### src/rtl/rgmii_idelay_tap_ctrl_pkg.sv
// Shared types and constants for the RGMII RX IDELAYE2 tap controller.
// Optional build macro: RGMII_IDELAY_TAP_VERIFY_EN (enables readback verification).
package rgmii_idelay_pkg;

    localparam int RGMII_TAP_W  = 5;   // IDELAYE2 CNTVALUE width
    localparam int RGMII_LANES  = 5;   // rx_ctl + rxd[3:0]
    localparam int RGMII_LANE_W = 3;   // request lane field width

    localparam logic [RGMII_LANE_W-1:0] RGMII_LANE_RXCTL = 3'd0;
    localparam logic [RGMII_LANE_W-1:0] RGMII_LANE_BCAST = 3'd5;

    typedef enum logic [2:0] {
        S_CTRL_RST,
        S_WAIT_RDY,
        S_INIT,
        S_IDLE,
        S_LOAD,
        S_SETTLE,
        S_VERIFY,
        S_RESP
    } state_e;

    // Lanes 0..4 address one lane, 5 addresses all of them, 6..7 are illegal.
    function automatic logic lane_is_legal(input logic [RGMII_LANE_W-1:0] lane);
        return (lane <= RGMII_LANE_BCAST);
    endfunction

endpackage

### src/rtl/rgmii_idelay_tap_ctrl_if.sv
// Tap-write request / response channel of the IDELAY tap controller.
// Optional build macro: RGMII_IDELAY_TAP_VERIFY_EN (affects resp_err_o meaning only).
interface rgmii_idelay_tap_ctrl_if;
    import rgmii_idelay_pkg::*;

    logic                    tap_v_i;
    logic                    tap_ready_o;
    logic [RGMII_LANE_W-1:0] tap_lane_i;
    logic [RGMII_TAP_W-1:0]  tap_val_i;

    logic                    resp_v_o;
    logic                    resp_yumi_i;
    logic [RGMII_TAP_W-1:0]  resp_tap_o;
    logic                    resp_err_o;

    modport master (
        output tap_v_i, tap_lane_i, tap_val_i, resp_yumi_i,
        input  tap_ready_o, resp_v_o, resp_tap_o, resp_err_o
    );

    modport slave (
        input  tap_v_i, tap_lane_i, tap_val_i, resp_yumi_i,
        output tap_ready_o, resp_v_o, resp_tap_o, resp_err_o
    );

endinterface

### src/rtl/rgmii_idelay_tap_ctrl_rst_seq.sv
// IDELAYCTRL reset sequencer: RST hold timer, RDY synchroniser, RDY timeout.
// Optional build macro: RGMII_IDELAY_TAP_VERIFY_EN (not used in this file).
module rgmii_idelayctrl_rst_seq #(
    parameter int rst_hold_p    = 15,
    parameter int rdy_timeout_p = 1023
) (
    input  logic iodelay_ref_clk_lo,
    input  logic reset_r_i,
    input  logic i_rdy_async,
    input  logic i_wait_en,
    output logic o_rst,
    output logic o_rdy_synced,
    output logic o_timeout
);

    localparam int HOLD_W = (rst_hold_p > 1) ? $clog2(rst_hold_p) : 1;
    localparam int TO_W   = $clog2(rdy_timeout_p + 1);

    logic              r_rst;
    logic [HOLD_W-1:0] r_hold_cnt;
    logic [1:0]        r_rdy_sync;
    logic [TO_W-1:0]   r_to_cnt;

    // Keep IDELAYCTRL in reset for rst_hold_p cycles after our own reset releases.
    always_ff @(posedge iodelay_ref_clk_lo or posedge reset_r_i) begin
        if (reset_r_i) begin
            r_rst      <= 1'b1;
            r_hold_cnt <= '0;
        end else if (r_rst) begin
            // NOTE: sequential state uses <= so every flop samples pre-edge values, independent of statement order.
            if (r_hold_cnt == HOLD_W'(rst_hold_p - 1)) begin
                r_rst <= 1'b0;
            end else begin
                r_hold_cnt <= r_hold_cnt + 1'b1;
            end
        end
    end

    // Two-flop synchroniser for the asynchronous RDY from IDELAYCTRL.
    always_ff @(posedge iodelay_ref_clk_lo or posedge reset_r_i) begin
        if (reset_r_i) begin
            r_rdy_sync <= '0;
        end else begin
            r_rdy_sync <= {r_rdy_sync[0], i_rdy_async};
        end
    end

    // Count cycles spent waiting for RDY; saturates at the timeout value.
    always_ff @(posedge iodelay_ref_clk_lo or posedge reset_r_i) begin
        if (reset_r_i) begin
            r_to_cnt <= '0;
        end else if (i_wait_en && !r_rdy_sync[1] && !o_timeout) begin
            r_to_cnt <= r_to_cnt + 1'b1;
        end
    end

    assign o_rst        = r_rst;
    assign o_rdy_synced = r_rdy_sync[1];
    assign o_timeout    = (r_to_cnt == TO_W'(rdy_timeout_p));

endmodule

### src/rtl/rgmii_idelay_tap_ctrl.sv
// Run-time tap programmer for the RGMII RX IDELAYE2 lanes (VAR_LOAD mode).
// Lane 0 = rx_ctl, lanes 1..4 = rxd[0..3]; lane 5 = broadcast.
// Optional build macro: RGMII_IDELAY_TAP_VERIFY_EN compares CNTVALUEOUT of every
// target lane against the written tap and flags mismatches.
module rgmii_idelay_tap_ctrl
    import rgmii_idelay_pkg::*;
#(
    parameter int lanes_p       = RGMII_LANES,
    parameter int init_tap_p    = 0,
    parameter int rst_hold_p    = 15,
    parameter int settle_p      = 3,
    parameter int rdy_timeout_p = 1023
) (
    input  logic                           iodelay_ref_clk_lo,
    input  logic                           reset_r_i,
    input  logic                           idelayctrl_rdy_i,
    output logic                           idelayctrl_rst_o,
    rgmii_idelay_tap_ctrl_if.slave         tap_if,
    output logic [lanes_p-1:0]             idelay_ld_o,
    output logic [RGMII_TAP_W*lanes_p-1:0] idelay_cntvaluein_o,
    input  logic [RGMII_TAP_W*lanes_p-1:0] idelay_cntvalueout_i,
    output logic                           ready_o,
    output logic                           ctrl_err_o
);

    localparam int SETTLE_W = (settle_p > 1) ? $clog2(settle_p) : 1;

    state_e                                  r_state;
    state_e                                  w_state_nxt;
    logic                                    w_rst;
    logic                                    w_rdy_synced;
    logic                                    w_timeout;
    logic                                    w_fire;
    logic                                    w_lane_legal;
    logic [lanes_p-1:0]                      w_req_mask;
    logic [lanes_p-1:0]                      w_tgt_mask;
    logic [RGMII_LANE_W-1:0]                 w_rb_lane;
    logic [RGMII_TAP_W-1:0]                  w_readback;
    logic                                    w_mismatch;

    logic [lanes_p-1:0][RGMII_TAP_W-1:0]     r_cntvaluein;
    logic [RGMII_LANE_W-1:0]                 r_lane;
    logic                                    r_init;
    logic                                    r_ready;
    logic                                    r_ctrl_err;
    logic [RGMII_TAP_W-1:0]                  r_resp_tap;
    logic                                    r_resp_err;
    logic [SETTLE_W-1:0]                     r_settle_cnt;
`ifdef RGMII_IDELAY_TAP_VERIFY_EN
    logic [RGMII_TAP_W-1:0]                  r_val;
`endif

    rgmii_idelayctrl_rst_seq #(
        .rst_hold_p    (rst_hold_p),
        .rdy_timeout_p (rdy_timeout_p)
    ) u_rst_seq (
        .iodelay_ref_clk_lo (iodelay_ref_clk_lo),
        .reset_r_i          (reset_r_i),
        .i_rdy_async        (idelayctrl_rdy_i),
        .i_wait_en          (r_state == S_WAIT_RDY),
        .o_rst              (w_rst),
        .o_rdy_synced       (w_rdy_synced),
        .o_timeout          (w_timeout)
    );

    assign tap_if.resp_v_o    = (r_state == S_RESP);
    assign tap_if.tap_ready_o = (r_state == S_IDLE) && !tap_if.resp_v_o;
    assign tap_if.resp_tap_o  = r_resp_tap;
    assign tap_if.resp_err_o  = r_resp_err;

    assign w_fire       = tap_if.tap_v_i && tap_if.tap_ready_o;
    assign w_lane_legal = lane_is_legal(tap_if.tap_lane_i);
    assign w_rb_lane    = (r_lane == RGMII_LANE_BCAST) ? RGMII_LANE_RXCTL : r_lane;

    // Decode lane masks for the incoming request and the latched target.
    always_comb begin
        // NOTE: every always_comb output gets a default first so no path can infer a latch.
        w_req_mask = '0;
        w_tgt_mask = '0;
        w_readback = '0;
        for (int n = 0; n < lanes_p; n++) begin
            w_req_mask[n] = (tap_if.tap_lane_i == RGMII_LANE_BCAST) || (int'(tap_if.tap_lane_i) == n);
            w_tgt_mask[n] = (r_lane == RGMII_LANE_BCAST) || (int'(r_lane) == n);
            if (int'(w_rb_lane) == n) begin
                w_readback = idelay_cntvalueout_i[RGMII_TAP_W*n +: RGMII_TAP_W];
            end
        end
    end

`ifdef RGMII_IDELAY_TAP_VERIFY_EN
    // Any target lane whose readback differs from the written tap is a mismatch.
    always_comb begin
        w_mismatch = 1'b0;
        for (int n = 0; n < lanes_p; n++) begin
            if (w_tgt_mask[n] && (idelay_cntvalueout_i[RGMII_TAP_W*n +: RGMII_TAP_W] != r_val)) begin
                w_mismatch = 1'b1;
            end
        end
    end
`else
    assign w_mismatch = 1'b0;
`endif

    // State register.
    always_ff @(posedge iodelay_ref_clk_lo or posedge reset_r_i) begin
        if (reset_r_i) begin
            r_state <= S_CTRL_RST;
        end else begin
            r_state <= w_state_nxt;
        end
    end

    // Next-state logic.
    always_comb begin
        w_state_nxt = r_state;
        case (r_state)
            S_CTRL_RST: if (!w_rst) w_state_nxt = S_WAIT_RDY;
            S_WAIT_RDY: if (w_rdy_synced || w_timeout) w_state_nxt = S_INIT;
            S_INIT:     w_state_nxt = S_SETTLE;
            S_IDLE:     if (w_fire) w_state_nxt = w_lane_legal ? S_LOAD : S_RESP;
            S_LOAD:     w_state_nxt = S_SETTLE;
            S_SETTLE:   if (r_settle_cnt == SETTLE_W'(settle_p - 1)) w_state_nxt = S_VERIFY;
            S_VERIFY:   w_state_nxt = r_init ? S_IDLE : S_RESP;
            S_RESP:     if (tap_if.resp_yumi_i) w_state_nxt = S_IDLE;
            default:    w_state_nxt = S_CTRL_RST;
        endcase
    end

    // Tap registers, request latch, settle timer and response/status flags.
    always_ff @(posedge iodelay_ref_clk_lo or posedge reset_r_i) begin
        if (reset_r_i) begin
            // NOTE: the CNTVALUEIN bank is reset because it drives the primitives directly; outputs must read 0 in reset.
            r_cntvaluein <= '0;
            r_lane       <= '0;
            r_init       <= 1'b0;
            r_ready      <= 1'b0;
            r_ctrl_err   <= 1'b0;
            r_resp_tap   <= '0;
            r_resp_err   <= 1'b0;
            r_settle_cnt <= '0;
`ifdef RGMII_IDELAY_TAP_VERIFY_EN
            r_val        <= '0;
`endif
        end else begin
            // Initial load targets every lane; a timeout entry is recorded as a controller error.
            if ((r_state == S_WAIT_RDY) && (w_state_nxt == S_INIT)) begin
                for (int n = 0; n < lanes_p; n++) begin
                    r_cntvaluein[n] <= RGMII_TAP_W'(init_tap_p);
                end
                r_lane <= RGMII_LANE_BCAST;
                r_init <= 1'b1;
                if (!w_rdy_synced) r_ctrl_err <= 1'b1;
`ifdef RGMII_IDELAY_TAP_VERIFY_EN
                r_val  <= RGMII_TAP_W'(init_tap_p);
`endif
            end

            // Accepted request: update CNTVALUEIN ahead of the LD cycle, or answer an illegal lane at once.
            if (w_fire) begin
                r_lane <= tap_if.tap_lane_i;
`ifdef RGMII_IDELAY_TAP_VERIFY_EN
                r_val  <= tap_if.tap_val_i;
`endif
                if (w_lane_legal) begin
                    for (int n = 0; n < lanes_p; n++) begin
                        if (w_req_mask[n]) r_cntvaluein[n] <= tap_if.tap_val_i;
                    end
                end else begin
                    r_resp_tap <= '0;
                    r_resp_err <= 1'b1;
                end
            end

            r_settle_cnt <= (r_state == S_SETTLE) ? r_settle_cnt + 1'b1 : '0;

            if (r_state == S_VERIFY) begin
                r_resp_tap <= w_readback;
                r_resp_err <= w_mismatch;
                if (r_init) begin
                    r_init  <= 1'b0;
                    r_ready <= 1'b1;
                    if (w_mismatch) r_ctrl_err <= 1'b1;
                end
            end
        end
    end

    assign idelayctrl_rst_o    = w_rst;
    assign idelay_ld_o         = ((r_state == S_INIT) || (r_state == S_LOAD)) ? w_tgt_mask : '0;
    assign idelay_cntvaluein_o = r_cntvaluein;
    assign ready_o             = r_ready;
    assign ctrl_err_o          = r_ctrl_err;

endmodule

### src/flat_wrapper.sv
// flat-port wrapper written by rule: the top's interface ports become plain ports
module rgmii_idelay_tap_ctrl_flat import rgmii_idelay_pkg::*;
#(
    parameter int lanes_p       = RGMII_LANES,
    parameter int init_tap_p    = 0,
    parameter int rst_hold_p    = 15,
    parameter int settle_p      = 3,
    parameter int rdy_timeout_p = 1023
)
  (iodelay_ref_clk_lo, reset_r_i, idelayctrl_rdy_i, idelayctrl_rst_o, idelay_ld_o, idelay_cntvaluein_o, idelay_cntvalueout_i, ready_o, ctrl_err_o, tap_if_tap_v_i, tap_if_tap_lane_i, tap_if_tap_val_i, tap_if_resp_yumi_i, tap_if_tap_ready_o, tap_if_resp_v_o, tap_if_resp_tap_o, tap_if_resp_err_o);
  rgmii_idelay_tap_ctrl_if tap_if_i ();
  input  logic iodelay_ref_clk_lo;
  input  logic reset_r_i;
  input  logic idelayctrl_rdy_i;
  output logic idelayctrl_rst_o;
  output logic [lanes_p-1:0] idelay_ld_o;
  output logic [RGMII_TAP_W*lanes_p-1:0] idelay_cntvaluein_o;
  input  logic [RGMII_TAP_W*lanes_p-1:0] idelay_cntvalueout_i;
  output logic ready_o;
  output logic ctrl_err_o;
  input wire logic [$bits(tap_if_i.tap_v_i)-1:0] tap_if_tap_v_i;
  input wire logic [$bits(tap_if_i.tap_lane_i)-1:0] tap_if_tap_lane_i;
  input wire logic [$bits(tap_if_i.tap_val_i)-1:0] tap_if_tap_val_i;
  input wire logic [$bits(tap_if_i.resp_yumi_i)-1:0] tap_if_resp_yumi_i;
  output wire logic [$bits(tap_if_i.tap_ready_o)-1:0] tap_if_tap_ready_o;
  output wire logic [$bits(tap_if_i.resp_v_o)-1:0] tap_if_resp_v_o;
  output wire logic [$bits(tap_if_i.resp_tap_o)-1:0] tap_if_resp_tap_o;
  output wire logic [$bits(tap_if_i.resp_err_o)-1:0] tap_if_resp_err_o;
  assign tap_if_i.tap_v_i = tap_if_tap_v_i;
  assign tap_if_i.tap_lane_i = tap_if_tap_lane_i;
  assign tap_if_i.tap_val_i = tap_if_tap_val_i;
  assign tap_if_i.resp_yumi_i = tap_if_resp_yumi_i;
  assign tap_if_tap_ready_o = tap_if_i.tap_ready_o;
  assign tap_if_resp_v_o = tap_if_i.resp_v_o;
  assign tap_if_resp_tap_o = tap_if_i.resp_tap_o;
  assign tap_if_resp_err_o = tap_if_i.resp_err_o;
  rgmii_idelay_tap_ctrl #(.lanes_p(lanes_p), .init_tap_p(init_tap_p), .rst_hold_p(rst_hold_p), .settle_p(settle_p), .rdy_timeout_p(rdy_timeout_p)) u_core (.iodelay_ref_clk_lo(iodelay_ref_clk_lo), .reset_r_i(reset_r_i), .idelayctrl_rdy_i(idelayctrl_rdy_i), .idelayctrl_rst_o(idelayctrl_rst_o), .tap_if(tap_if_i), .idelay_ld_o(idelay_ld_o), .idelay_cntvaluein_o(idelay_cntvaluein_o), .idelay_cntvalueout_i(idelay_cntvalueout_i), .ready_o(ready_o), .ctrl_err_o(ctrl_err_o));
endmodule
### config.mk
export PLATFORM = sky130hd
export DESIGN_NAME = rgmii_idelay_tap_ctrl_flat
export DESIGN_NICKNAME = d
export VERILOG_FILES = /design/src/rtl/rgmii_idelay_tap_ctrl_pkg.sv /design/src/rtl/rgmii_idelay_tap_ctrl_if.sv /design/src/rtl/rgmii_idelay_tap_ctrl_rst_seq.sv /design/src/rtl/rgmii_idelay_tap_ctrl.sv /design/src/flat_wrapper.sv
export SDC_FILE = /design/constraint.sdc
export NUM_CORES = 1
export LEC_CHECK = 0
export CAP_MARGIN = 10
export CORE_MARGIN = 2
export CORE_UTILIZATION = 47
export CTS_CLUSTER_DIAMETER = 80
export DETAILED_ROUTE_END_ITERATION = 6
export PLACE_DENSITY = 0.82
export SYNTH_ARGS = -nofsm -noshare
export SYNTH_HDL_FRONTEND = slang
export SYNTH_SLANG_ARGS = --single-unit
### constraint.sdc
create_clock -name iodelay_ref_clk_lo -period 2.02 [get_ports iodelay_ref_clk_lo]
set_input_delay 0.404 -clock iodelay_ref_clk_lo [delete_from_list [all_inputs] [get_ports iodelay_ref_clk_lo]]
set_output_delay 0.404 -clock iodelay_ref_clk_lo [all_outputs]
set_load 0.02 [all_outputs]
==> flow_metrics.py, run 1 <==
metrics = {
    "global_routing": {
        "antenna_found_initial": 0,
        "track_usage_pct": 21.60,
        "overflow": 0,
        "grt_pass1_vias": 2520,
        "grt_max_degree": 31,
        "grt_pass1_wl_um": 12040,
    },
    "clocking": {
        "hold_buffers": 0,
        "clock_path_buffers": 2,
        "htreeDepth": 3,
        "cts.sinks": 59,
        "cts_tree": "done",
        "clkSlewWorstSetupHoldPaths_ps": 60,
        "clock_latency_ps": 330,
        "cts_root_buf": "clkbuf_8",
        "numCtsBuffers": 9,
    },
    "synth": {
        "synth_area_leaders": "dfrtp_1 49%, nand2_1 8.7%, o21ai_0 4.4%, mux2i_1 3.4%, xnor2_1 2.4%",
        "synth_cell_types": 52,
        "yosysMostFrequentCell": "nand2_1",
        "avgSynthCellArea_sq_um": 9.800,
        "synth_compound_area_share_pct": 13.27,
        "muxShareOfSynthArea_pct": 6.006,
        "synth_top_area_share_pct": 48.72,
        "synthXorXnorAreaFrac_pct": 4.410,
        "synth-edff-count": 0,
        "synth_adder_area_share_pct": 1.680,
        "synth-simple-area-share_pct": 21.13,
        "synth_cells": 304,
        "syn_area_sq_um": 2979,
        "synth_top_family_by_area": "simple AND/OR/NAND/NOR gates",
        "yosys-top-cells-count": "69 x nand2_1, 58 x dfrtp_1, 26 x o21ai_0, 14 x nor2_1, 10 x mux2i_1",
        "synthArstFlopShare_pct": 100.0,
        "syn-num-nets": 346,
        "synth_seq_area_share_pct": 49.60,
        "ys_warn_count": 0,
        "synthFlopType": "dfrtp_1",
        "synth.largest_area_cell": "dfrtp_1",
        "synth.ff_latch_count": 59,
    },
    "placement": {
        "io_buffers": 78,
        "place_area_sq_um": 3908,
        "gp_congestion": 0.8255,
        "hpwl_um": 5201,
        "dp.cells": 460,
    },
    "power_and_ir_drop": {
        "power_density_nw_per_um2": 1230,
        "leakage_nw": 1.837,
        "ir_drop_uv": 792.7,
    },
    "sta": {
        "fin_crit_ps": 1921,
        "setup_tns_ps": 0,
        "worst_pin_slew_ps": 506.4,
        "rsz0062_at_grt": "no",
        "slew_violations": 0,
        "fin_skew_ps": 4.838,
        "period_share_pct": 95.11,
        "setup_viol": 0,
        "max_freq_mhz": 520.5,
        "slew_headroom_pct": 66.08,
        "hold_viol_final": 0,
    },
    "setup_path": {
        "cp.required_ps": 1620,
        "r2r_slack_ps": 240,
        "worst-setup-path-type": "reg2out",
        "critPathCaptureType": "output pin",
        "critPathMaxFanout": 13,
        "critPathArrivalTime_ps": 1520,
        "startpoint_type": "flip-flop",
    },
    "detailed_routing": {
        "viasPerCell": 5.381,
        "firstDrtPassIters": 4,
        "ant_nets": 0,
        "drc_errors": 0,
        "post_drt_wl_per_cell_um": 15.09,
        "wirelength_um": 7166,
        "drt_iter0_markers": 153,
        "dr_total_vias": 2556,
    },
    "die": {
        "design.die.area_sq_um": 6991,
        "core-area_sq_um": 6241,
        "start_util_pct": 47.73,
        "die_h_um": 83.62,
        "die_x_um": 83.62,
        "ioPinCount": 79,
        "row_count": 29,
    },
    "flow_run": {
        "cap_violations": 0,
    },
    "final_layout": {
        "syn_to_final_growth_pct": 36.96,
        "final_core_util_pct": 65.38,
        "diodes": 0,
        "drive_above_1_share_pct": 12.81,
        "nNetsFinal": 436,
        "final_area_sq_um": 4080,
        "stdcell_count": 475,
    },
    "outcome": {
        "status": "completed",
    },
    "hold_path": {
        "hp-class": "reg2reg",
    },
}
-- placed cells by master (no fill, tap or decap), drive strengths merged, types with 3 or more instances in the layout --
cell,Yosys,layout
clkdlybuf4s50,0,71
nand2,69,69
dfrtp,58,58
o21ai,29,29
buf,11,17
clkbuf,3,16
nor2,14,14
mux2i,10,10
a21oi,9,9
nand3,8,8
xnor2,8,8
inv,8,8
xor2,7,7
and3,7,7
mux2,5,5
a31oi,5,5
nand2b,5,5
ha,4,4
nor3,3,3
and3b,3,3
nor2b,3,3
and4b,3,3
nor3b,3,3
a41oi,3,3
-- through the flow --
step                      total power, mW  hold WS (ps)  worst slack, ps
after CTS                           5.061         359.6            12.88
after floorplan                     3.075         331.2            67.55
final                               5.017         362.6            98.78
after global routing                5.325         376.4            8.217
after global placement              3.952         332.3            32.57
after detailed placement            4.018         345.7            22.64
-- flip-flops by register name, indices dropped and copies added, names as in the netlist --
| name | cells |
|---|---|
| u_core.r_settle_cnt | 2 |
| u_core.u_rst_seq.r_to_cnt | 10 |
| u_core.u_rst_seq.o_rst | 1 |
| u_core.ctrl_err_o | 1 |
| u_core.tap_if.resp_tap_o | 5 |
| u_core.r_lane | 3 |
| u_core.r_state | 3 |
| u_core.tap_if.resp_err_o | 1 |
| u_core.idelay_cntvaluein_o | 25 |
| u_core.u_rst_seq.r_hold_cnt | 4 |
| u_core.ready_o | 1 |
| u_core.r_init | 1 |
| u_core.u_rst_seq.r_rdy_sync | 2 |
-- logic make-up (layout without fill, tap and decap cells) --
| group | count (synthesis) | count (layout) |
|---|---|---|
| mux | 16 | 16 |
| buf+inv | 22 | 116 |
| compound gates | 61 | 61 |
| fa+ha+maj | 4 | 4 |
| simple gates | 127 | 127 |
| flops | 59 | 59 |
| xor+xnor | 15 | 15 |
-- metal layers --
layer  routed length, um  up-vias  global-route usage, %  part of all wire (%)
met2                3519       95                  35.42                    49
met1                3057     1214                  28.22                    43
met5                   0        -                      0                     0
met3                 430       15                  4.154                   6.0
met4                 158        0                  8.944                   2.2
li1                    -     1232                      -                     -
-- power by group --
| group | switching (mW) | internal [mW] |
|---|---|---|
| registers | 0.214 | 1.54 |
| logic | 1.17 | 1.04 |
| clock network | 0.427 | 0.629 |
| total | 1.81 | 3.21 |
-- layout make-up --
cell class / count / area (sq um)
Multi-Input combinational cell: 223 / 1388
Fill cell: 511 / 2161
Clock buffer: 13 / 158.9
Inverter: 8 / 30.03
Tap cell: 77 / 96.34
Clock inverter: 2 / 35.03
Sequential cell: 59 / 1478
Timing Repair Buffer: 93 / 894.6
-- what timing repair did --
item                       in CTS  in global routing
pin swaps                       0                  0
resized for setup              14                  7
setup endpoints to repair       7                  4
setup buffers                   0                  0
-- worst max-delay path: stages (launching register included) --
cell and delay [ps]:
dfrtp_1 390, buf_4 180, and3b_1 270, dlygate4sd2_1 350
-- final timing paths --
path                                                     start                              to  cells after the start
min in group asynchronous                            reset_r_i  u_core.u_rst_seq.r_hold_cnt[3]                      2
worst min register to register  u_core.u_rst_seq.r_rdy_sync[0]  u_core.u_rst_seq.r_rdy_sync[1]                      0
worst min-delay path            u_core.u_rst_seq.r_rdy_sync[0]  u_core.u_rst_seq.r_rdy_sync[1]                      0
max in group asynchronous                            reset_r_i     u_core.tap_if.resp_tap_o[4]                      3
worst max-delay path                         u_core.r_state[2]              tap_if_tap_ready_o                      3
worst max register to register    u_core.u_rst_seq.r_to_cnt[0]  u_core.idelay_cntvaluein_o[18]                      6
Power figures use the tool's default switching activity.
==> run 2, diff against run 1 <==
--- a/config.mk
+++ b/config.mk
@@ -10,7 +10,8 @@
 export CORE_UTILIZATION = 47
 export CTS_CLUSTER_DIAMETER = 80
 export DETAILED_ROUTE_END_ITERATION = 6
-export PLACE_DENSITY = 0.82
+export DONT_BUFFER_PORTS = 1
+export PLACE_DENSITY = 0.66
 export SYNTH_ARGS = -nofsm -noshare
 export SYNTH_HDL_FRONTEND = slang
 export SYNTH_SLANG_ARGS = --single-unit
==> run 2 against run 1 <==
Sequential cell count unchanged. Highest routed layer unchanged. Clock power increased by 7%. Global-route usage fell by 2.5 points. Critical path depth increased by 1. Critical path type unchanged.
==> flow_metrics.py, run 2 (synthesis results as in run 1) <==
metrics = {
    "outcome": {
        "status": "completed",
    },
    "flow_run": {
        "cap_violations": 0,
    },
    "setup_path": {
        "critPathCaptureType": "output pin",
        "critPathArrivalTime_ps": 1500,
        "reg2regPathDepth": 6,
        "r2r-start": "u_core.u_rst_seq.r_to_cnt[0]",
        "critPathMaxFanout": 10,
        "r2r_slack_ps": 280,
        "cp.required_ps": 1620,
        "worst-setup-path-type": "reg2out",
        "startpoint_type": "flip-flop",
        "regToRegEndpoint": "u_core.idelay_cntvaluein_o[13]",
    },
    "hold_path": {
        "hp-class": "in2reg",
        "min_path_cells": 0,
        "hold_end": "u_core.u_rst_seq.r_rdy_sync[0]",
        "min-delay-start": "idelayctrl_rdy_i",
    },
    "die": {
        "design.die.area_sq_um": 6991,
        "die_h_um": 83.62,
        "row_count": 29,
        "ioPinCount": 79,
        "die_x_um": 83.62,
        "core-area_sq_um": 6241,
        "start_util_pct": 47.73,
    },
    "detailed_routing": {
        "wirelength_um": 6303,
        "viasPerCell": 5.574,
        "firstDrtPassIters": 4,
        "dr_total_vias": 2213,
        "drc_errors": 0,
        "post_drt_wl_per_cell_um": 15.88,
        "drt_iter0_markers": 87,
        "ant_nets": 0,
    },
    "global_routing": {
        "grt_max_degree": 27,
        "overflow": 0,
        "antenna_found_initial": 0,
        "grt_pass1_wl_um": 10620,
        "grt-busiest-layer": "met2",
        "track_usage_pct": 19.12,
        "met3_usage_pct": 8.605,
        "use_met1_pct": 24.69,
        "grt_pass1_vias": 2143,
        "use_met2_pct": 28.73,
    },
    "final_layout": {
        "nNetsFinal": 358,
        "syn_to_final_growth_pct": 11.42,
        "nFillCells": 582,
        "drive_above_1_share_pct": 14.69,
        "stdcell_count": 397,
        "final_common_cell": "nand2_1",
        "largest_reg_flops": 25,
        "layout_common_cells": "69 x nand2_1, 56 x dfrtp_1, 26 x o21ai_0",
        "diodes": 0,
    },
    "placement": {
        "hpwl_um": 4581,
        "dp.cells": 378,
        "io_buffers": 0,
        "gp_congestion": 0.7516,
    },
    "clocking": {
        "cts_root_buf": "clkbuf_8",
        "htreeDepth": 3,
        "cts.sinks": 59,
        "clkSlewWorstSetupHoldPaths_ps": 70,
        "clock_path_buffers": 2,
        "numCtsBuffers": 9,
        "cts_tree": "done",
        "clock_latency_ps": 340,
    },
    "power_and_ir_drop": {
        "leakage_nw": 1.530,
        "ir_drop_uv": 784.0,
        "power_density_nw_per_um2": 1357,
    },
    "sta": {
        "setup_tns_ps": 0,
        "worst_pin_slew_ps": 529.4,
        "max_freq_mhz": 524.7,
        "slew_headroom_pct": 64.65,
        "rsz0062_at_grt": "no",
        "slew_violations": 0,
        "fin_skew_ps": 8.857,
        "fin_crit_ps": 1906,
        "setup_viol": 0,
        "whs_ps": 97.64,
        "period_share_pct": 94.35,
        "hold_viol_final": 0,
    },
}
run 2: how the worst max path moves through the flow:
stage	startpoint	endpoint	slack [ps]	cells past startpoint
after floorplan	u_core.r_lane[0]	idelay_ld_o[2]	70	4
after global placement	u_core.r_state[1]	u_core.tap_if.resp_tap_o[4]	300	3
after detailed placement	u_core.u_rst_seq.r_to_cnt[0]	u_core.idelay_cntvaluein_o[4]	260	6
after CTS	u_core.r_lane[0]	idelay_ld_o[2]	40	3
after global routing	u_core.r_lane[0]	idelay_ld_o[2]	30	3
final	u_core.r_lane[0]	idelay_ld_o[0]	110	4
run 2: metal layers:
metal / part of all wire [%] / wire length, um
met5: 0 / 0
met4: 1.3 / 81
met3: 8.9 / 562
met2: 45 / 2860
met1: 44 / 2798
run 2: layout make-up:
type | count | area (sq um) | share of cell area, %
clock buffer | 14 | 182.7 | 5.503
clock inverter | 1 | 30.03 | 0.9046
inverter | 8 | 30.03 | 0.9046
multi-input combinational | 223 | 1385 | 41.73
sequential | 59 | 1480 | 44.59
tap | 77 | 96.34 | 2.902
timing repair buffer | 15 | 115.1 | 3.468
run 2: worst max-delay path, cell delays in order, from the launching register on:
cell and delay (ps):
dfrtp_2 410, buf_4 150, buf_4 170, nand2b_1 180, and3_1 260
run 2: where the power goes:
group	internal, mW	switching (mW)	leakage, nW	total [mW]
Sequential	1.54	0.582	0.766	2.12
Combinational	0.565	0.686	0.655	1.25
Clock	0.698	0.435	0.109	1.13
run 2: through the flow:
step | area, sq um | power (mW) | utilization [%] | setup slack, ps
final | 3319 | 4.503 | 53.19 | 114.2
after global routing | 3319 | 4.792 | 53.19 | 28.20
after CTS | 3296 | 4.507 | 52.81 | 35.99
after detailed placement | 3072 | 3.361 | 49.22 | 260.2
after global placement | 3072 | 3.319 | 49.22 | 303.8
after floorplan | 2979 | 3.075 | - | 67.55
run 2: repair_timing:
action / in CTS / in global routing
hold buffers: 1 / 0
endpoints found under the hold margin: 17 / 0
buffers inserted: 0 / 3
gates resized for setup: 1 / 1
setup endpoints to repair: 2 / 2
==> run 3, diff against run 2 <==
--- a/config.mk
+++ b/config.mk
@@ -11,7 +11,8 @@
 export CTS_CLUSTER_DIAMETER = 80
 export DETAILED_ROUTE_END_ITERATION = 6
 export DONT_BUFFER_PORTS = 1
-export PLACE_DENSITY = 0.66
+export PLACE_DENSITY = 0.6
+export SKIP_LAST_GASP = 1
 export SYNTH_ARGS = -nofsm -noshare
 export SYNTH_HDL_FRONTEND = slang
 export SYNTH_SLANG_ARGS = --single-unit
==> constraint.sdc (replaced) <==
create_clock -name iodelay_ref_clk_lo -period 2.02 [get_ports iodelay_ref_clk_lo]
set_input_delay 0.303 -clock iodelay_ref_clk_lo [delete_from_list [all_inputs] [get_ports iodelay_ref_clk_lo]]
set_output_delay 0.303 -clock iodelay_ref_clk_lo [all_outputs]
set_load 0.02 [all_outputs]
==> run 3 against run 2 <==
Final cell count up 0.25%. Sequential cell count unchanged. Total power decreased by 4.6%. Clock-buffer cell count shrank 2. Design area down 0.60%. Maximum frequency decreased by 1.3%. Sequential power about the same. Non-clock buffer count stayed put. Via count shrank 1.0%. Global-route usage grew 0.22 points. Setup slack lost 26 ps. Register-to-register slack got worse by 20 ps. Highest routed layer unchanged.
==> flow_metrics.py, run 3 (synthesis results as in run 1) <==
metrics = {
    "hold_path": {
        "hp-class": "in2reg",
        "min-delay-start": "tap_if_tap_val_i[0]",
    },
    "setup_path": {
        "startpoint_type": "flip-flop",
        "cp.required_ps": 1720,
        "critPathMaxFanout": 9,
        "cp-startpoint": "u_core.r_lane[0]",
        "r2r-start": "u_core.u_rst_seq.r_to_cnt[0]",
        "critPathArrivalTime_ps": 1630,
        "worst-setup-path-type": "reg2out",
        "critPathCaptureType": "output pin",
    },
    "sta": {
        "setup_viol": 0,
        "setup_slack_ps": 88.31,
        "fin_skew_ps": 9.228,
        "hold_viol_final": 0,
        "slew_headroom_pct": 68.53,
        "fin_crit_ps": 1932,
        "worst_pin_slew_ps": 471.7,
        "slew_violations": 0,
        "period_share_pct": 95.63,
        "rsz0062_at_grt": "yes",
        "max_freq_mhz": 517.7,
    },
    "final_layout": {
        "syn_to_final_growth_pct": 10.75,
        "final_area_sq_um": 3299,
        "layout_common_cells": "69 x nand2_1, 57 x dfrtp_1, 26 x o21ai_0",
        "final_core_util_pct": 52.87,
        "largest_reg_flops": 25,
        "stdcell_count": 398,
        "diodes": 0,
        "nNetsFinal": 358,
        "multiInputGateArea_sq_um": 1393,
        "drive_above_1_share_pct": 14.95,
        "final_common_cell": "nand2_1",
        "register_area_sq_um": 1479,
        "nFillCells": 584,
    },
    "detailed_routing": {
        "wirelength_um": 6310,
        "drt_iter0_markers": 150,
        "viasPerCell": 5.503,
        "firstDrtPassIters": 4,
        "dr_total_vias": 2190,
        "drc_errors": 0,
        "ant_nets": 0,
        "post_drt_wl_per_cell_um": 15.85,
    },
    "clocking": {
        "cts_setup_buffers": 0,
        "htreeDepth": 3,
        "clock_path_buffers": 2,
        "cts_tree": "done",
        "clkSlewWorstSetupHoldPaths_ps": 70,
        "clock_latency_ps": 330,
        "cts.sinks": 59,
        "cts_root_buf": "clkbuf_8",
        "numCtsBuffers": 9,
    },
    "power_and_ir_drop": {
        "pwr-share-clk_pct": 21.6,
        "p_sw_share_pct": 39.92,
        "p_sw_mw": 1.716,
        "power_density_nw_per_um2": 1302,
        "ir_drop_uv": 665.8,
        "p_int_mw": 2.581,
        "leakage_nw": 1.513,
        "share_comb_of_total_power_pct": 29.3,
        "power_frac_seq_pct": 49.1,
    },
    "placement": {
        "place_area_sq_um": 3099,
        "dp_slack_ps": 240.0,
        "gp_congestion": 0.7882,
        "hpwl_um": 4469,
        "io_buffers": 0,
        "dp.cells": 380,
    },
    "die": {
        "design.die.area_sq_um": 6991,
        "core-area_sq_um": 6241,
        "die_h_um": 83.62,
        "row_count": 29,
        "die_x_um": 83.62,
        "start_util_pct": 47.73,
        "ioPinCount": 79,
    },
    "global_routing": {
        "overflow": 0,
        "grt_max_degree": 60,
        "antenna_found_initial": 0,
        "grt_pass1_vias": 2150,
        "grt_pass1_wl_um": 10680,
        "track_usage_pct": 19.34,
    },
    "flow_run": {
        "cap_violations": 0,
    },
    "outcome": {
        "status": "completed",
    },
}
## run 3: changes by cell type in the layout (fill, tap and decap cells not counted), sizes merged
cell / change
clkinv: +3
clkbuf: -2
buf: -1
bufinv: -1
clkinvlp: +1
dlygate4sd3: +1
## run 3: final timing paths
path	to	slack, ps	cells past startpoint
max reg2reg	u_core.u_rst_seq.r_to_cnt[1]	260	5
min reg2reg	u_core.u_rst_seq.r_rdy_sync[1]	350	0
max	idelay_ld_o[2]	90	3
max in group asynchronous	u_core.u_rst_seq.o_rst	1250	3
min	u_core.idelay_cntvaluein_o[10]	80	2
min in group asynchronous	u_core.u_rst_seq.r_hold_cnt[1]	480	3
## run 3: routing by layer
layer	routed length (um)	GRT usage (%)	vias up	part of all wire [%]
li1	-	-	1072	-
met1	2837	26.68	1029	45
met2	2856	28.44	79	45
met3	479	5.341	10	7.6
met4	138	8.944	0	2.2
met5	0	0	-	0
## run 3: per-stage QoR
step | hold WS, ps | total power, mW | TNS, ps
after floorplan | 331.2 | 3.075 | 0
after global placement | 276.3 | 3.362 | 0
after detailed placement | 276.2 | 3.389 | 0
after CTS | 77.49 | 4.337 | 0
after global routing | 80.89 | 4.600 | -2.766
final | 84.93 | 4.297 | 0
## run 3: worst max-delay path, stage by stage (launching register included)
cell and delay [ps]:
dfrtp_1 500, or3b_2 500, a21oi_1 160, buf_4 160
## run 3: power groups by stage
stage | sequential [mW] | combinational, mW | clock, mW
4_1_cts | 2.12 | 1.26 | 0.956
5_1_grt | 2.16 | 1.44 | 1.01
3_5_place_dp | 2.13 | 1.26 | 0
3_3_place_gp | 2.13 | 1.23 | 0
6_report | 2.11 | 1.26 | 0.927
2_1_floorplan | 2.04 | 1.04 | 0
## run 3: area by class of cell
| class | instances | share of cell area (%) |
|---|---|---|
| timing repair buffer | 15 | 3.944 |
| inverter | 8 | 0.9101 |
| multi-input combinational | 223 | 42.21 |
| clock inverter | 4 | 0.7964 |
| clock buffer | 12 | 4.399 |
| sequential | 59 | 44.82 |
| tap | 77 | 2.920 |
## run 3: what timing repair did
action	4_1_cts	5_1_grt
resized for setup	0	5
hold buffers	2	0
endpoints found under the hold margin	59	0
endpoints found under the setup margin	0	3
